===== src/rtl/bitwise_resp.sv =====
// Streaming bitwise responder: AND/OR/XOR/XNOR on (a, b) into a 2-entry result FIFO.
// Optional result signature register enabled by defining BITWISE_RESP_SIG_EN.
module bitwise_resp #(
  parameter int W     = 8,
  parameter int CNT_W = 16
) (
  input  logic             clk,
  input  logic             rst_n,
  input  logic             in_valid,
  output logic             in_ready,
  input  logic [W-1:0]     in_a,
  input  logic [W-1:0]     in_b,
  input  logic [1:0]       in_op,
  output logic             out_valid,
  input  logic             out_ready,
  output logic [W-1:0]     out_y,
  output logic [1:0]       out_op,
  output logic [CNT_W-1:0] op_count,
  output logic [W-1:0]     sig
);

  logic [W-1:0] mem_y  [2];
  logic [1:0]   mem_op [2];
  logic         wr_ptr;
  logic         rd_ptr;
  logic [1:0]   occ;
  logic         push;
  logic         pop;
  logic [W-1:0] y_new;

  always_comb begin
    y_new = '0;
    unique case (in_op)
      2'b00: y_new = in_a & in_b;
      2'b01: y_new = in_a | in_b;
      2'b10: y_new = in_a ^ in_b;
      2'b11: y_new = ~(in_a ^ in_b);
      default: y_new = '0;
    endcase
  end

  // Handshakes depend only on registered occupancy; no ready pass-through.
  assign in_ready  = (occ != 2'd2);
  assign out_valid = (occ != 2'd0);
  assign push      = in_valid & in_ready;
  assign pop       = out_valid & out_ready;

  assign out_y  = mem_y[rd_ptr];
  assign out_op = mem_op[rd_ptr];

  always_ff @(posedge clk or negedge rst_n) begin
    if (!rst_n) begin
      mem_y[0]  <= '0;
      mem_y[1]  <= '0;
      mem_op[0] <= '0;
      mem_op[1] <= '0;
      wr_ptr    <= 1'b0;
      rd_ptr    <= 1'b0;
      occ       <= 2'd0;
    end else begin
      if (push) begin
        mem_y[wr_ptr]  <= y_new;
        mem_op[wr_ptr] <= in_op;
        wr_ptr         <= ~wr_ptr;
      end
      if (pop) begin
        rd_ptr <= ~rd_ptr;
      end
      unique case ({push, pop})
        2'b10:   occ <= occ + 2'd1;
        2'b01:   occ <= occ - 2'd1;
        default: occ <= occ;
      endcase
    end
  end

  always_ff @(posedge clk or negedge rst_n) begin
    if (!rst_n) begin
      op_count <= '0;
    end else if (pop) begin
      op_count <= op_count + 1'b1;
    end
  end

`ifdef BITWISE_RESP_SIG_EN
  logic [W-1:0] sig_q;

  always_ff @(posedge clk or negedge rst_n) begin
    if (!rst_n) begin
      sig_q <= '0;
    end else if (pop) begin
      sig_q <= {sig_q[W-2:0], sig_q[W-1]} ^ out_y;
    end
  end

  assign sig = sig_q;
`else
  assign sig = '0;
`endif

endmodule


===== config.mk =====
export PLATFORM = sky130hd
export DESIGN_NAME = bitwise_resp
export DESIGN_NICKNAME = d
export VERILOG_FILES = /design/src/rtl/bitwise_resp.sv
export SDC_FILE = /design/constraint.sdc
export NUM_CORES = 1
export LEC_CHECK = 0
export BUFFER_PORTS_ARGS = -buffer_cell sky130_fd_sc_hd__buf_4
export CAP_MARGIN = 20
export CORE_MARGIN = 10
export CORE_UTILIZATION = 57
export DETAILED_ROUTE_END_ITERATION = 8
export HOLD_SLACK_MARGIN = 0.08
export PLACE_DENSITY_LB_ADDON = 0.05
export SLEW_MARGIN = 15
export SYNTH_ARGS = -nofsm -noshare
export SYNTH_HDL_FRONTEND = slang
export SYNTH_SLANG_ARGS = --single-unit
export TNS_END_PERCENT = 10

===== constraint.sdc =====
create_clock -name clk -period 2.52 [get_ports clk]
set_input_delay 0.126 -clock clk [delete_from_list [all_inputs] [get_ports clk]]
set_output_delay 0.126 -clock clk [all_outputs]
set_load 0.01 [all_outputs]

### Yosys cells after proc, flatten, opt, wreduce, memory -nomap -nowiden

Index checks and enable logic that the tools add are counted.

| operators by class | value |
|---|---|
| add/sub/neg operators | 3 |
| order comparisons | 3 |
| equality and inequality tests | 6 |
| multiplexer cells | 14 |
| bitwise gates (word level) | 10 |
| reduce and logical (&&, ||, !) cells | 4 |

Operators with widths:

| cell | number |
|---|---|
| two-way mux 8 bit | 4 |
| one-hot mux 8 bit (4 select lines) | 1 |
| adder 16 x 1 -> 16 bit (second input constant) | 1 |
| bitwise mux 16 bit | 1 |
| AND 8 bit | 1 |
| demux 8 bit (select 1 bit) | 1 |
| two-way mux 2 bit | 4 |
| inverter 8 bit | 1 |
| OR 8 bit | 1 |
| XOR 8 bit | 1 |
| == test 2 bit (second input constant) | 3 |
| bitwise mux 4 bit | 1 |
| == test 2 x 1 -> 1 bit (second input constant) | 2 |
| >= comparator 2 bit (second input constant) | 2 |
| inverter 1 -> 2 bit | 2 |
| one-hot mux 2 bit (2 select lines) | 1 |
| nonzero test 2 bit | 2 |
| adder 2 x 1 -> 2 bit (second input constant) | 1 |
| AND 1 bit | 2 |
| demux 2 bit (select 1 bit) | 1 |
| zero test 2 bit | 1 |
| less-than comparator 2 x 1 -> 1 bit (second input constant) | 1 |
| != test 2 bit (second input constant) | 1 |
| inverter 1 bit | 2 |
| other kinds (2) | 2 |

| storage, ports and cells | value |
|---|---|
| bits in registers | 40 |
| input port bits | 22 |
| output and inout bits | 36 |
| logic and storage cells | 48 |

### Longest topological paths before layout

Gate-level depths: netlist of the first run.

| depth | value |
|---|---|
| depth in word-level cells | 6 |
| depth in mapped cells | 6 |
| mapped depth without buffers | 6 |

### Least setup slack after synthesis of the first run

Ideal clock, no wire load.

| timing path | value |
|---|---|
| kind | register to register |
| start point | register occ[0] |
| end point | register occ[1] |
| library setup time | 79 ps |
| arrival | 1408 ps |
| required time | 2441 ps |
| setup slack | 1033 ps |
| stages on the path, launching flop included | 6 |
| period minus slack after synthesis | 1487 ps |
| cells stage by stage | dfrtp_1 o21ai_4 inv_1 ha_1 nor2_1 xor2_1 |

| on the way | value |
|---|---|
| cells in the longest elaborated chain, start to end | 4 |
| elaborated cells on any way between the ends | 10 |
| classes of those cells | add/sub (2); eq/ne (3); mux (1); bitwise (2); reduce/logical (2) |

Ends and longest elaborated chain:

| item | RTL line | source |
|---|---|---|
| start, declared | 26 | `logic [1:0] occ;` |
| start signal, assigned | 70 | `2'b10: occ <= occ + 2'd1;` |
| start signal, assigned | 71 | `2'b01: occ <= occ - 2'd1;` |
| nonzero test 2 bit (*) | 44 | `assign out_valid = (occ != 2'd0);` |
| AND 1 bit (*) | 46 | `assign pop = out_valid & out_ready;` |
| via pop | 28 | `logic pop;` |
| == test 2 x 1 -> 1 bit or == test 2 bit (tied branches) | 69 | `unique case ({push, pop})` |
| one-hot mux 2 bit (2 select lines) or nonzero test 2 bit (tied branches) | n/a |  |

Mark *: on every way through the listed nets, which the timed path passes. The rest lies on a longest branch.
A chain may end at the register's enable or synchronous reset.

### Worst setup path in the final report of the first run

Same ends and word-level chain as after synthesis.

==> metrics.txt, run 1 <==
gr usage total=0.1213; Min-Delay Path Depth=3; Worst Hold End=wr_ptr; Syn Inst Count=212; Worst R2R Path Depth=5; final setup margin=0.8832 ns; Starting Density=0.5927; Vias=1532; clock-pin slew on the worst setup and hold paths=0.07 ns; worst setup path start=occ[0]; worst hold slack=0.1951 ns; largest cells by area after synthesis=dfrtp_1 (42%), mux2_2 (14%), ha_1 (9.5%), xnor2_1 (9.2%), nor2b_1 (4.2%); share of post-route cells with drive strength above 1=0.3674; Reg2Reg Setup Slack=0.88 ns; Routed Antenna Nets=0; Post-Synth XOR/XNOR Area=0.1034; vias in the first global route=1610; pwr/cell area=975.6 nW/um2; Max Cap Viol=0; Hold Crit Class=primary input to flop; RSZ-0062 raised after global routing=no; core region area=4000 um2; Routed WL=4203 um; Worst VDD drop=675.1 uV; post-synth top area share=0.4222; Iteration-0 DRC Markers=52; area grow syn2layout=20.95%; DP Area=2746 um2; total CTS buffers=5; first drt pass iteration count=4; Max Clock Freq=611.0 MHz; CP arrival=1.85 ns; Critical Path RT=2.73 ns; layout net count=303; Ports=58; first-pass GRT wire length=7376 um; startpoint types=flop; vias per std cell=4.879; maximum root-to-sink buffer count=2; Simple-Gate Fraction of Synth Area=0.1488; setup TNS=0 ns; post_cts resized=0; Hold-fix buffers, CTS=1; Synth Area in Compound Gates=0.02375; period utilization=0.6495; Mapped Area=2371 um2; post-place setup slack=0.8588 ns; fillers=314; final period demand of the worst path=1.637 ns; # clock sinks=40; Die Height=84.50 um; Mean Syn Cell Area=11.18 um2; synthesized-area fraction occupied by adder cells=0.09499; initial antenna violation count=0; endpoints failing hold=0; # diodes=0; main combinational cell family by area after synthesis=simple AND/OR/NAND/NOR gates; Hold Path Origin=in_valid; Setup CP Type=flop to flop; largest net degree at the start of global routing=41; fin. max-slew vios=0; DR WL/cell=13.39 um; crit path max fanout=8; CP endpoint kind=flop; Post-CTS Setup Inserts=0; width of the die=84.50 um; H-tree depth=2; Distinct cells, synth=27; # setup viols final=0; CTS Root Cell=clkbuf_8; Port-buffer cells=49; P_leak=1.370 nW; Finished Cell Area=2868 um2; die area=7139 um2; TritonCTS clock tree=built; post-synthesis sequential area ratio=0.4222; synthesized flop and latch total=40; post-route clock skew=0.004667 ns; Clock Latency Late Sink=0.29 ns; cell accounting for the most synthesized area=dfrtp_1; Detailed Place HPWL=3288 um; multiplexer share of the synthesized area=0.1425; RR Endpoint=occ[1]; total grt overflow=0; Residual DRC=0; total power=2.798 mW; Syn. warnings=0; worst r2r src=occ[0]; outcome=complete, no violations; Core Rows=23; RePlAce Congestion=0.7223
==> where the power goes <==
group / switching (mW) / internal [mW]
registers: 0.224 / 0.891
logic: 0.478 / 0.690
clock network: 0.221 / 0.293
total: 0.924 / 1.87
==> logic make-up after synthesis <==
family	count (synthesis)
compound gates	9
other cells	1
fa+ha+maj	18
mux	30
xor+xnor	28
simple gates	55
buf+inv	31
flops	40
==> per-layer routing <==
metal | GRT usage | wire length, um
met1 | 0.1445 | 1798
met2 | 0.1984 | 2121
met3 | 0.03961 | 243
met4 | 0.04491 | 40
met5 | 0 | 0
==> cells in the mapped netlist <==
| cell | number |
|---|---|
| nand4_2 | 1 |
| nand3_1 | 4 |
| inv_1 | 18 |
| nor2b_1 | 16 |
| nand2b_2 | 1 |
| a21oi_1 | 8 |
| nor3_1 | 8 |
| dfrtp_1 | 40 |
| nor2_8 | 1 |
| clkbuf_1 | 3 |
| o21ai_4 | 1 |
| or2_2 | 2 |
| buf_2 | 2 |
| and3_1 | 1 |
| nand2_1 | 10 |
| nand4_1 | 2 |
| mux2_2 | 30 |
| ha_1 | 18 |
| nor2_1 | 4 |
| xor2_1 | 3 |
| and4_1 | 1 |
| nor4_4 | 2 |
| nand2_2 | 1 |
| xnor2_1 | 25 |
| conb_1 | 1 |
| buf_4 | 8 |
| nand3_2 | 1 |
==> state kept, by name (all words and copies together), names as in the netlist <==
signal / flops
mem_y: 16
wr_ptr: 1
op_count: 16
rd_ptr: 1
occ: 2
mem_op: 4
==> area by class of cell <==
type,count,area (um2),share of cell area
inverters,18,67.56,0.02356
well taps,50,62.56,0.02182
clock inverters,3,42.54,0.01483
repair buffers,50,377.9,0.1318
flip-flops and latches,40,1001,0.3490
multi-input cells,148,1247,0.4350
clock buffers,5,68.82,0.02400
==> per-stage QoR <==
| step | util | instances |
|---|---|---|
| 6_report | 0.7169 | 314 |
| 5_1_grt | 0.7169 | 314 |
| 4_1_cts | 0.7169 | 314 |
| 3_5_place_dp | 0.6866 | 305 |
| 3_3_place_gp | 0.6866 | 305 |
| 2_1_floorplan | - | 219 |
==> cell usage in the layout (no fill, tap or decap), types with 2 or more instances in the layout <==
cell      count
conb_1        8
nand4_1       2
nor2_1        4
nor4_4        2
mux2_2       30
xor2_1        3
a21oi_1       8
nand3_1       4
nor2b_1      16
inv_1        18
nand2_1      10
or2_2         2
clkbuf_8      5
xnor2_1      25
buf_4        49
ha_1         18
nor3_1        8
dfrtp_1      40
==> worst max path at each step <==
| stage | to | cells past startpoint |
|---|---|---|
| 3_5_place_dp | occ[1] | 5 |
| 6_report | occ[1] | 5 |
| 2_1_floorplan | occ[1] | 5 |
| 5_1_grt | occ[1] | 6 |
| 4_1_cts | occ[1] | 5 |
| 3_3_place_gp | occ[1] | 5 |
==> critical path, cell delays in order, from the launching register on <==
cell and delay, ns:
dfrtp_1 0.45, o21ai_4 0.34, inv_1 0.14, ha_1 0.33
nor2_1 0.13, xor2_1 0.16
Power figures use the tool's default switching activity.
==> inputs of run 2 (changes only) <==
--- a/config.mk
+++ b/config.mk
@@ -8,7 +8,7 @@
 export BUFFER_PORTS_ARGS = -buffer_cell sky130_fd_sc_hd__buf_4
 export CAP_MARGIN = 20
 export CORE_MARGIN = 10
-export CORE_UTILIZATION = 57
+export CORE_UTILIZATION = 53
 export DETAILED_ROUTE_END_ITERATION = 8
 export HOLD_SLACK_MARGIN = 0.08
 export PLACE_DENSITY_LB_ADDON = 0.05
==> constraint.sdc (replaced) <==
create_clock -name clk -period 1.7 [get_ports clk]
set_input_delay 0.085 -clock clk [delete_from_list [all_inputs] [get_ports clk]]
set_output_delay 0.085 -clock clk [all_outputs]
set_load 0.01 [all_outputs]
==> run 2 against run 1 <==
  * Non-clock buffer count is the same
  * Critical path depth is the same
  * Hold slack lost 0.032 ns
  * Global-route usage shrank 0.20 points
  * Register-to-register slack lost 0.79 ns
  * Final cell count grew 0.64%
  * Sequential power grew 47%
  * Core utilization shrank 5.4 points
  * Critical path type unchanged
  * Largest cell class unchanged
  * Highest routed layer unchanged
==> metrics.txt, run 2 (synthesized netlist as in run 1, its figures left out) <==
gr usage total=0.1193 (-0.001964); Max Cap Viol=0 (unchanged); total power=4.206 mW (+50%); CP endpoint kind=flop; first drt pass iteration count=3 (-1); post-route clock skew=0.008185 ns (+0.003518 ns); total CTS buffers=5 (unchanged); initial antenna violation count=0 (unchanged); Clock Latency Late Sink=0.29 ns (about the same); Routed WL=4185 um (-0.43%); area grow syn2layout=21.69%; vias in the first global route=1604 (-0.37%); layout net count=303 (unchanged); met3 usage=0.04588 (+0.006267); die area=7549 um2 (+5.7%); Hold Crit Class=primary input to flop; Vias=1576 (+2.9%); crit path max fanout=8 (unchanged); setup TNS=0 ns (unchanged); endpoints failing hold=0 (unchanged); post_cts resized=0 (unchanged); H-tree depth=2 (unchanged); Routed Antenna Nets=0 (unchanged); Max Clock Freq=622.6 MHz (+1.9%); Die Height=86.89 um (+2.8%); final std cells w/o fill=316 (+0.64%); core region area=4354 um2 (+8.9%); worst hold slack=0.1627 ns (-0.03233 ns); most frequent cells in the layout=buf_4 (49), dfrtp_1 (40), mux2_2 (30); largest net degree at the start of global routing=41 (unchanged); CP arrival=1.82 ns (-0.03 ns); Starting Density=0.5445 (-0.04820); Port-buffer cells=49 (unchanged); share of post-route cells with drive strength above 1=0.3674 (unchanged); Slew HR=0.6433; P_leak=1.380 nW (+0.75%); pwr/cell area=1458 nW/um2 (+49%); DR WL/cell=13.24 um (-1.1%); Setup CP Type=flop to flop; TritonCTS clock tree=built; CTS Root Cell=clkbuf_8; met2 usage=0.1839 (-0.01448); fin. max-slew vios=0 (unchanged); Ports=58 (unchanged); Detailed Place HPWL=3199 um (-2.7%); total grt overflow=0 (unchanged); Iteration-0 DRC Markers=70 (+35%); period utilization=0.9448 (+0.2953); slew at the pin closest to its max-slew limit=0.5351 ns; vias per std cell=4.987 (+2.2%); final period demand of the worst path=1.606 ns (-0.03055 ns); # diodes=0 (unchanged); Top Registers=mem_y: 16 flops, op_count: 16 flops, mem_op: 4 flops; startpoint types=flop; clock-pin slew on the worst setup and hold paths=0.07 ns (about the same); # clock sinks=40 (unchanged); maximum root-to-sink buffer count=2 (unchanged); fillers=353 (+12%); Worst VDD drop=1089 uV (+61%); width of the die=86.89 um (+2.8%); Post-CTS Setup Inserts=0 (unchanged); # setup viols final=0 (unchanged); first-pass GRT wire length=7403 um (+0.37%); GRT busiest layer=met2; commonest non-fill, non-tap cell in the layout=buf_4; global routing usage on met1=0.1471 (+0.002613); outcome=complete, no violations; Critical Path RT=1.91 ns (-0.82 ns); RSZ-0062 raised after global routing=no; Residual DRC=0 (unchanged); Core Rows=24 (+4.3%); RePlAce Congestion=0.7464 (+3.3%); DP Cell Count=307 (+0.66%)
[run 2: layer usage]
layer / routed length (um) / up-vias
met4: 39 / 0
met2: 1947 / 36
met5: 0 / -
met1: 1840 / 753
li1: - / 783
met3: 359 / 4
[run 2: area by class of cell]
cell class,count,area (um2),share of cell area
multi-input combinational,148,1247,0.4324
sequential,40,1001,0.3469
timing repair buffer,50,377.9,0.1310
clock buffer,7,96.34,0.03339
inverter,18,67.56,0.02342
tap,52,65.06,0.02255
clock inverter,1,30.03,0.01041
[run 2: final timing paths]
kind	start	endpoint	slack, ns	cells past startpoint
setup / recovery	occ[1]	occ[1]	0.09	5
hold / removal	out_ready	op_count[1]	0.16	4
setup reg to reg	occ[1]	occ[1]	0.09	5
hold reg to reg	op_count[15]	op_count[15]	0.47	1
max in group asynchronous	rst_n	op_count[1]	1.04	2
min in group asynchronous	rst_n	mem_y[5]	0.32	2
[run 2: timing repair]
action                     CTS  global route
hold buffers                 1             0
hold endpoints to repair    40             0
setup endpoints to repair    0             1
[run 2: power by group]
| part | total, mW | switching, mW | internal (mW) |
|---|---|---|---|
| combinational | 1.72 | 0.699 | 1.02 |
| sequential | 1.65 | 0.332 | 1.32 |
| clock | 0.833 | 0.315 | 0.518 |
| total | 4.21 | 1.35 | 2.86 |
[run 2: worst max-delay path: stages, from the launching register on]
cell	delay (ns)
dfrtp_1	0.45
o21ai_4	0.34
inv_1	0.14
ha_1	0.32
nor2_1	0.13
xor2_1	0.15
[run 2: stage by stage]
stage          setup WS, ns  instance area [um2]  utilization
3_5_place_dp        0.07026                 2749       0.6313
5_1_grt            0.001410                 2885       0.6626
4_1_cts             0.06746                 2885       0.6626
3_3_place_gp         0.1384                 2749       0.6313
2_1_floorplan        0.2131                 2397            -
6_report            0.09376                 2885       0.6626
